--- config.mk ---
export PLATFORM = sky130hd
export DESIGN_NAME = ifetch_unit
export DESIGN_NICKNAME = d
export VERILOG_FILES = /design/src/rtl/mips_pkg.sv /design/src/rtl/next_pc_calc.sv /design/src/rtl/ifetch_unit.sv
export SDC_FILE = /design/constraint.sdc
export NUM_CORES = 1
export LEC_CHECK = 0
export CAP_MARGIN = 15
export CORE_ASPECT_RATIO = 0.8
export CORE_MARGIN = 1.5
export CORE_UTILIZATION = 40
export CTS_CLUSTER_SIZE = 25
export DETAILED_ROUTE_END_ITERATION = 8
export PLACE_DENSITY_LB_ADDON = 0.05
export SYNTH_ARGS = -nofsm -noshare
export SYNTH_HDL_FRONTEND = slang
export SYNTH_SLANG_ARGS = --single-unit
--- constraint.sdc ---
create_clock -name clk -period 7.65 [get_ports clk]
set_clock_uncertainty 0.1 [all_clocks]
set_input_delay 1.53 -clock clk [delete_from_list [all_inputs] [get_ports clk]]
set_output_delay 1.53 -clock clk [all_outputs]
set_load 0.05 [all_outputs]
--- src/rtl/mips_pkg.sv ---
// Shared MIPS front-end definitions: opcodes, pc_src encodings, fetch FSM states.
package mips_pkg;

    localparam int unsigned XLEN = 32;

    localparam logic [XLEN-1:0] RESET_PC_DEFAULT = 32'h0000_0000;

    localparam logic [5:0] OP_SPECIAL = 6'b000000;
    localparam logic [5:0] OP_BEQ     = 6'b000100;
    localparam logic [5:0] OP_BNE     = 6'b000101;
    localparam logic [5:0] OP_J       = 6'b000010;
    localparam logic [5:0] OP_JAL     = 6'b000011;
    localparam logic [5:0] OP_LW      = 6'b100011;
    localparam logic [5:0] OP_SW      = 6'b101011;

    localparam logic [1:0] PC_SRC_SEQ  = 2'b00;
    localparam logic [1:0] PC_SRC_JUMP = 2'b01;
    localparam logic [1:0] PC_SRC_JR   = 2'b10;

    typedef enum logic [2:0] {
        ST_RST   = 3'd0,
        ST_FETCH = 3'd1,
        ST_WAIT  = 3'd2,
        ST_HOLD  = 3'd3,
        ST_ERR   = 3'd4
    } fetch_state_e;

    // Sign-extended, word-scaled branch displacement.
    function automatic logic [XLEN-1:0] branch_offset(input logic [15:0] imm);
        return {{14{imm[15]}}, imm, 2'b00};
    endfunction

endpackage

--- src/rtl/next_pc_calc.sv ---
// Combinational next-PC selection: jr > j/jal > taken branch > sequential.
module next_pc_calc
    import mips_pkg::*;
(
    input  logic [31:0] pc_plus4,
    input  logic [31:0] instr,
    input  logic [1:0]  pc_src,
    input  logic        branch,
    input  logic        cond_zero,
    input  logic        zero,
    input  logic [31:0] jr_target,
    output logic [31:0] next_pc
);

    // Opcode bits are decoded upstream; only the immediate fields matter here.
    logic w_unused_op;
    assign w_unused_op = ^instr[31:26];

    // Priority select; reserved pc_src=11 falls through to the branch/sequential path.
    always_comb begin
        next_pc = pc_plus4;
        if (pc_src == PC_SRC_JR) begin
            next_pc = jr_target;
        end else if (pc_src == PC_SRC_JUMP) begin
            next_pc = {pc_plus4[31:28], instr[25:0], 2'b00};
        end else if (branch && (zero == cond_zero)) begin
            next_pc = pc_plus4 + branch_offset(instr[15:0]);
        end
    end

endmodule

--- src/rtl/ifetch_unit.sv ---
// Instruction fetch / PC sequencer: one outstanding imem read, valid/ready to decode.
module ifetch_unit
    import mips_pkg::*;
#(
    parameter logic [31:0] RESET_PC = RESET_PC_DEFAULT,
    parameter int unsigned CNT_W    = 32
) (
    input  logic             clk,
    input  logic             rst_n,
    output logic             imem_req,
    output logic [31:0]      imem_addr,
    input  logic             imem_rvalid,
    input  logic [31:0]      imem_rdata,
    output logic             instr_valid,
    input  logic             instr_ready,
    output logic [31:0]      instr,
    output logic [5:0]       opcode,
    output logic [5:0]       funct,
    output logic [31:0]      pc,
    output logic [31:0]      pc_plus4,
    input  logic [1:0]       pc_src,
    input  logic             branch,
    input  logic             cond_zero,
    input  logic             zero,
    input  logic [31:0]      jr_target,
    output logic             addr_err,
    output logic [CNT_W-1:0] retired
);

    fetch_state_e     r_state;
    fetch_state_e     w_state_nxt;
    logic [31:0]      r_pc;
    logic [31:0]      r_instr;
    logic [CNT_W-1:0] r_retired;
    logic             r_imem_req;
    logic             r_instr_valid;
    logic             r_addr_err;
    logic             w_capture;
    logic             w_accept;
    logic [31:0]      w_pc_plus4;
    logic [31:0]      w_next_pc;

    assign w_pc_plus4 = r_pc + 32'd4;

    next_pc_calc u_next_pc (
        .pc_plus4  (w_pc_plus4),
        .instr     (r_instr),
        .pc_src    (pc_src),
        .branch    (branch),
        .cond_zero (cond_zero),
        .zero      (zero),
        .jr_target (jr_target),
        .next_pc   (w_next_pc)
    );

    // Next-state decode plus capture/accept strobes.
    always_comb begin
        w_state_nxt = r_state;
        w_capture   = 1'b0;
        w_accept    = 1'b0;
        case (r_state)
            ST_RST:   w_state_nxt = ST_FETCH;
            ST_FETCH: w_state_nxt = ST_WAIT;
            ST_WAIT: begin
                if (imem_rvalid) begin
                    w_capture   = 1'b1;
                    w_state_nxt = ST_HOLD;
                end
            end
            ST_HOLD: begin
                if (instr_ready) begin
                    w_accept    = 1'b1;
                    w_state_nxt = (w_next_pc[1:0] != 2'b00) ? ST_ERR : ST_FETCH;
                end
            end
            ST_ERR:   w_state_nxt = ST_ERR;
            default:  w_state_nxt = ST_RST;
        endcase
    end

    // State register with registered per-state output flags.
    always_ff @(posedge clk or negedge rst_n) begin
        if (!rst_n) begin
            r_state       <= ST_RST;
            r_imem_req    <= 1'b0;
            r_instr_valid <= 1'b0;
            r_addr_err    <= 1'b0;
        end else begin
            r_state       <= w_state_nxt;
            r_imem_req    <= (w_state_nxt == ST_FETCH);
            r_instr_valid <= (w_state_nxt == ST_HOLD);
            r_addr_err    <= (w_state_nxt == ST_ERR);
        end
    end

    // Datapath: instruction capture, PC update and retire count on accept.
    always_ff @(posedge clk or negedge rst_n) begin
        if (!rst_n) begin
            r_pc      <= RESET_PC;
            r_instr   <= 32'h0000_0000;
            r_retired <= '0;
        end else begin
            if (w_capture) begin
                r_instr <= imem_rdata;
            end
            if (w_accept) begin
                r_pc      <= w_next_pc;
                r_retired <= r_retired + CNT_W'(1);
            end
        end
    end

    assign imem_req    = r_imem_req;
    assign imem_addr   = r_pc;
    assign instr_valid = r_instr_valid;
    assign instr       = r_instr;
    assign opcode      = r_instr[31:26];
    assign funct       = r_instr[5:0];
    assign pc          = r_pc;
    assign pc_plus4    = w_pc_plus4;
    assign addr_err    = r_addr_err;
    assign retired     = r_retired;

endmodule

-- Word level (Yosys, flattened, before mapping)
Cells that the tools add are included.
- add/sub/neg operators: 3
- reduce and logical (&&, ||, !) cells: 3
- equal/unequal tests: 10
- muxes and demuxes: 11
- operator list (kind ; count):
    32-bit two-way mux ; 3
    32-bit by 1-bit adder with 32-bit output, second input constant ; 1
    32-bit by 3-bit adder with 32-bit output, second input constant ; 1
    32-bit adder ; 1
    3-bit case mux with 5 select lines ; 1
    3-bit by 2-bit == test with 1-bit output, second input constant ; 3
    3-bit two-way mux ; 3
    3-bit by 1-bit == test with 1-bit output, second input constant ; 2
    3-bit == test, second input constant ; 2
    1-bit two-way mux ; 4
    3-bit zero test ; 1
    2-bit by 1-bit == test with 1-bit output, second input constant ; 1
    2-bit == test, second input constant ; 1
    2-bit nonzero test ; 1
    1-bit == test ; 1
    1-bit logical AND ; 1
- register bits after elaboration: 102
- output and inout port bits: 175
- word-level logic and storage cells: 34

-- Depth between registers and ports, before layout
Gate-level depths: netlist of the first run.
- depth after elaboration: 10
- depth in mapped cells: 17

-- By module
From an unflattened synthesis of the first run, not the netlist that was laid out.
- cells, all modules: 895
- area, all modules: 7682.4 um^2
- by module, submodules not included (module ; seq. area each (um^2) ; cells each ; times used ; area each (um^2)):
    ifetch_unit ; 2552.4 ; 484 ; 1 ; 4959.8
    next_pc_calc ; 0.0 ; 411 ; 1 ; 2722.6

-- Worst setup path before layout of the first run
No wires, ideal clock.
- path kind: register to register
- start point: register r_pc[2] (netlist: imem_addr[2])
- end point: register r_pc[30] (netlist: imem_addr[30])
- buffers on the path: 0
- path slack: 2.785 ns
- cell stages (with the launch flop): 16
- required time: 7.483 ns
- period minus slack after synthesis: 4.865 ns
- setup time: 0.067 ns
- arrival: 4.698 ns
- cell sequence: dfrtp_1 ha_1 nand4_2 nor4_4 nand2_1 xnor2_1 ha_1 and2_1 and3_1 a221oi_1 o2111ai_1 a311oi_1 nor3_1 o2111a_1 a21oi_1 a22o_1
- cells in the longest elaborated chain, start to end: 5
- ends and longest elaborated chain (item ; RTL line ; source):
    start: declaration ; ifetch_unit.sv:32 ; logic [31:0] r_pc;
    start signal: assignment ; ifetch_unit.sv:107 ; r_pc <= w_next_pc;
    32-bit by 3-bit adder with 32-bit output ; ifetch_unit.sv:43 ; assign w_pc_plus4 = r_pc + 32'd4;
    net pc_plus4[20] ; ifetch_unit.sv:20 ; output logic [31:0] pc_plus4,
    32-bit adder ; next_pc_calc.sv:27 ; next_pc = pc_plus4 + branch_offset(instr[15:0]);
    32-bit two-way mux ; next_pc_calc.sv:26 ; end else if (branch && (zero == cond_zero)) begin
    32-bit two-way mux ; next_pc_calc.sv:24 ; end else if (pc_src == PC_SRC_JUMP) begin
    32-bit two-way mux ; next_pc_calc.sv:22 ; if (pc_src == PC_SRC_JR) begin
The timed path passes the listed nets, and every way through them passes these cells.
A chain may end at the register's enable or synchronous reset.

-- Final worst setup path of the first run
- start point: register r_pc[2] (netlist: imem_addr[2])
- end point: output port pc_plus4[22]
- cells in the longest elaborated chain, start to end: 1
- ends and longest elaborated chain (item ; RTL line):
    32-bit by 3-bit adder with 32-bit output ; ifetch_unit.sv:43
    end: declaration ; ifetch_unit.sv:20
Every way passes these cells.

==> results.toml, run 1 <==
[final_layout]
antenna-diode-count = 0
multi_input_area_um2 = 4470
fillerInstances = 1715
drive_gt1_frac = 0.0785
fin_nets = 1151
register_area_um2 = 2550
area_growth_pct = 35.4

[yosys]
synth_top_area_frac = 0.338
syn_nets = 965
synthArstFlopShare = 1.00
ys.flop_type = "dfrtp_1"
synth_area_um2 = 7560
synth.area.top_cells = "dfrtp_1, xnor2_1, ha_1"
yosysSeqAreaShare = 0.338
synth-seq-cells = 102
yosysWarnings = 0
synth_cell_types = 71
syn_inst = 854
synth_edf_count = 0
synth_area_per_cell_um2 = 8.85
synth_top_cell_by_area = "dfrtp_1"

[worst_setup_path]
slowest_delay_ps = 930
setup.worst_path.class = "flip-flop to output pin"
cp_max_fo = 7
endpoint_kind = "output pin"
worstPathCellList = "ha_1, nand4_2, nor4_4, nand2_1, xnor2_1, clkdlybuf4s50_1"
crit_arrival_ps = 3550
startpoint_type = "flip-flop"
cp.required_ps = 6020
cp_slowest_cell = "clkdlybuf4s50_1"

[cts]
post_cts_buffers = 0
clock_latency_ps = 360
cts_tree = "yes"
cts_resized = 0
cts_max_level = 3
cts.clk_slew.worst_paths_ps = 80
cts_made_buffers = 9
postCtsHoldBufs = 0
ctsRootBufferMaster = "clkbuf_16"
clock-sinks = 102
clock_path_buffers = 2

[floorplanning]
core_area_um2 = 18300
dieWidth_um = 157
dieArea_um2 = 19700
start_util = 0.412
num_rows = 44
io_pins = 248
die_height_um = 126

[placement]
routabilityCongestion = 0.923
dp_hpwl_mm = 18.9
port_buffers = 247

[global_route]
gr-total-overflow = 0
grt_pass1_vias = 6622
antenna_found_initial = 0
grt_pass1_wl_mm = 38.4
grt_max_degree = 71
track_usage = 0.253

[timing]
tightest_slew_ps = 916
slew_headroom = 0.390
tns_ps = 0
rsz0062_at_grt = "false"
finalMaxSlewViolations = 0
period_share = 0.677
finalSetupViolations = 0
fmax_mhz = 193
fin_crit_ps = 5180
finalHoldViolations = 0

[routing]
drc_errors = 0
viasPerCell = 5.54
wl_per_cell_um = 19.3
drt_pass1_iterations = 5
dr.first_iter.drc_count = 486
routed_wl_mm = 25.0
vias = 7189
antenna_left = 0

[status]
status = "complete, no violations"

[min_path]
hold_path.class = "flip-flop to flip-flop"

[flow_run]
maxCapViolCount = 0
-- logic make-up (layout without fill, tap and decap cells) --
family / count (synthesis) / count (layout) / share of synthesized area
flops: 102 / 102 / 0.338
simple gates: 288 / 288 / 0.189
fa+ha+maj: 38 / 38 / 0.0639
mux: 42 / 42 / 0.0612
xor+xnor: 85 / 85 / 0.100
buf+inv: 98 / 289 / 0.0730
compound gates: 201 / 201 / 0.175
-- cell type report --
| type | instances | share of cell area |
|---|---|---|
| multi-input cells | 654 | 0.437 |
| well taps | 253 | 0.0309 |
| clock inverters | 6 | 0.00538 |
| flip-flops and latches | 102 | 0.249 |
| inverters | 14 | 0.00514 |
| clock buffers | 10 | 0.0224 |
| repair buffers | 259 | 0.250 |
-- worst paths after layout --
kind	slack (ps)	cells past startpoint	to	from
min in group asynchronous	1030	1	instr[12]	rst_n
max in group asynchronous	5110	2	imem_addr[5]	rst_n
worst min-delay path	370	1	retired[31]	retired[31]
worst max-delay path	2470	6	pc_plus4[22]	imem_addr[2]
worst min register to register	370	1	retired[31]	retired[31]
worst max register to register	2970	15	imem_addr[31]	imem_addr[2]
-- layer usage --
layer,wire length [um],track usage
met5,0,0
met3,1670,0.0437
met4,379,0.0594
met1,12100,0.381
met2,10900,0.374
-- Yosys cell counts, types with 19 or more instances --
| library cell | number |
|---|---|
| dfrtp_1 | 102 |
| nand2_1 | 93 |
| nor2_1 | 69 |
| xnor2_1 | 57 |
| a21oi_1 | 54 |
| buf_4 | 46 |
| ha_1 | 37 |
| o21ai_0 | 37 |
| mux2_2 | 34 |
| nand3_1 | 34 |
| clkbuf_1 | 28 |
| xor2_1 | 26 |
| and3_1 | 23 |
| nor3_1 | 19 |
-- flip-flops by register name (all words and copies together) (netlist names) --
| signal | count |
|---|---|
| imem_addr | 32 |
| r_state | 3 |
| instr | 32 |
| instr_valid | 1 |
| imem_req | 1 |
| retired | 32 |
| addr_err | 1 |
-- worst max-delay path, delay by kind of cell (launching register included) --
family        cells  cell delay [ps]
simple gates      3              980
xor+xnor          1              530
buf+inv           1              930
fa+ha+maj         1              270
flops             1              480
-- cell usage in the layout, fill, tap and decap left out, drive strengths merged, types with 3 or more instances in the layout --
cell type	count
a211o	4
a211oi	5
a21o	13
a21oi	55
a221oi	8
a22oi	3
a311oi	5
a31oi	12
and2	6
and3	24
and4	3
buf	13
clkbuf	10
clkdlybuf4s50	246
dfrtp	102
ha	37
inv	16
mux2	34
mux2i	8
nand2	93
nand3	37
nand4	13
nor2	70
nor3	20
nor4	7
o2111ai	4
o211ai	13
o21a	5
o21ai	49
o21bai	4
or3	6
xnor2	57
xor2	28
-- per-stage QoR --
step	area (um^2)	worst slack (ps)	std cells	hold slack, ps	util
finish	10200	2470	1298	369	0.558
global route	10200	2380	1298	406	0.558
CTS	10200	2550	1298	377	0.558
detailed placement	9950	2570	1282	367	0.543
global placement	9950	2720	1282	360	0.543
floorplan	7560	2780	854	498	-
Power of run 1 is not shown: default switching activity piles up to over one toggle a cycle in this logic, so the estimate is an artifact.
==> run 2: changes to the inputs <==
==> constraint.sdc (replaced) <==
create_clock -name clk -period 5.2 [get_ports clk]
set_clock_uncertainty 0.1 [all_clocks]
set_input_delay 1.04 -clock clk [delete_from_list [all_inputs] [get_ports clk]]
set_output_delay 1.04 -clock clk [all_outputs]
set_load 0.05 [all_outputs]
==> results.toml, run 2 (synthesized netlist as in run 1, its figures left out) <==
[cts]
post_cts_buffers = 0
cts_made_buffers = 9
cts_resized = 0
clock_latency_ps = 370
cts_max_level = 3
cts_tree = "yes"
ctsRootBufferMaster = "clkbuf_16"
clock-sinks = 102
cts.clk_slew.worst_paths_ps = 80
clock_path_buffers = 2
postCtsHoldBufs = 0

[timing]
fin_crit_ps = 4620
fmax_mhz = 216
finalSetupViolations = 0
tns_ps = 0
slew_headroom = 0.492
rsz0062_at_grt = "false"
whs_ps = 372
tightest_slew_ps = 761
finalHoldViolations = 0
finalMaxSlewViolations = 0
period_share = 0.889

[final_layout]
final_cell_mix = "clkdlybuf4s50_1, dfrtp_1, nand2_1"
area_growth_pct = 36.1
fin_nets = 1157
drive_gt1_frac = 0.0847
antenna-diode-count = 0
layout_commonest_cell = "clkdlybuf4s50_1"
fillerInstances = 1722

[global_route]
track_usage = 0.265
met2_usage = 0.396
met1_usage = 0.386
grt_max_degree = 49
antenna_found_initial = 1
grtUsageMet3 = 0.0526
grt_pass1_vias = 6806
busiest_layer = "met2"
gr-total-overflow = 0
grt_pass1_wl_mm = 39.9

[status]
status = "complete, no violations"

[min_path]
min_to = "retired[31]"
hold_path.class = "flip-flop to flip-flop"
min_path_cells = 1
hold_start = "retired[31]"

[placement]
port_buffers = 247
dp_hpwl_mm = 19.8
routabilityCongestion = 0.944

[routing]
antenna_left = 0
vias = 7141
drc_errors = 0
viasPerCell = 5.48
dr.first_iter.drc_count = 568
drt_pass1_iterations = 5
routed_wl_mm = 25.9
wl_per_cell_um = 19.9

[floorplanning]
start_util = 0.412
io_pins = 248
die_height_um = 126
dieWidth_um = 157
num_rows = 44
core_area_um2 = 18300
dieArea_um2 = 19700

[worst_setup_path]
cp_max_fo = 7
rr_endpoint = "imem_addr[30]"
cp.required_ps = 4060
startpoint = "imem_addr[2]"
endpoint_kind = "output pin"
ff2ff_path_depth = 15
reg2reg_slack_ps = 860
startpoint_type = "flip-flop"
r2r-start = "imem_addr[2]"
setup.worst_path.class = "flip-flop to output pin"
crit_arrival_ps = 3480

[flow_run]
maxCapViolCount = 0
## run 2: cell count changes in the layout (fill, tap and decap cells not counted), sizes merged
cell / delta
buf: +6
clkbuf: -1
clkinvlp: -2
clkinv: +3
## run 2: final cells by class
class                   count  area (um^2)  area share
clock buffers               9          225      0.0219
clock inverters             7         67.6     0.00657
inverters                  14         52.6     0.00511
multi-input cells         654         4470       0.434
flip-flops and latches    102         2550       0.248
well taps                 253          317      0.0308
repair buffers            265         2610       0.253
## run 2: worst max path at each step
stage	end	slack, ps
finish	pc_plus4[26]	580
global route	pc_plus4[26]	410
CTS	pc_plus4[26]	600
detailed placement	imem_addr[31]	940
global placement	imem_addr[30]	1030
floorplan	imem_addr[30]	330
## run 2: metal layers
metal | vias to the layer above | share of wire
li1 | 3414 | -
met1 | 3372 | 0.48
met2 | 319 | 0.43
met3 | 34 | 0.075
met4 | 2 | 0.020
met5 | - | 0.00039
## run 2: through the flow
| stage | utilization | area [um^2] | cells | setup WS (ps) |
|---|---|---|---|---|
| floorplan | - | 7560 | 854 | 335 |
| global placement | 0.545 | 9990 | 1288 | 1030 |
| detailed placement | 0.545 | 9990 | 1288 | 936 |
| global route | 0.561 | 10300 | 1304 | 406 |
| CTS | 0.561 | 10300 | 1304 | 600 |
| finish | 0.561 | 10300 | 1304 | 576 |
## run 2: worst max-delay path, cell delays in order (launching register included)
cell and delay (ps):
dfrtp_1 460, ha_1 260, nand4_2 260, nor4_4 570, and4_1 280, xor2_1 380
clkdlybuf4s50_1 900
Power of run 2 is left out for the same reason.
==> run 3: changes to the inputs <==
--- a/config.mk
+++ b/config.mk
@@ -9,7 +9,7 @@
 export CORE_ASPECT_RATIO = 0.8
 export CORE_MARGIN = 1.5
 export CORE_UTILIZATION = 40
-export CTS_CLUSTER_SIZE = 25
+export CTS_CLUSTER_SIZE = 16
 export DETAILED_ROUTE_END_ITERATION = 8
 export PLACE_DENSITY_LB_ADDON = 0.05
 export SYNTH_ARGS = -nofsm -noshare
==> results of run 3 <==
Same layout as run 2: the final DEF is identical, and so are final timing and power.
Power of run 3 is left out for the same reason.
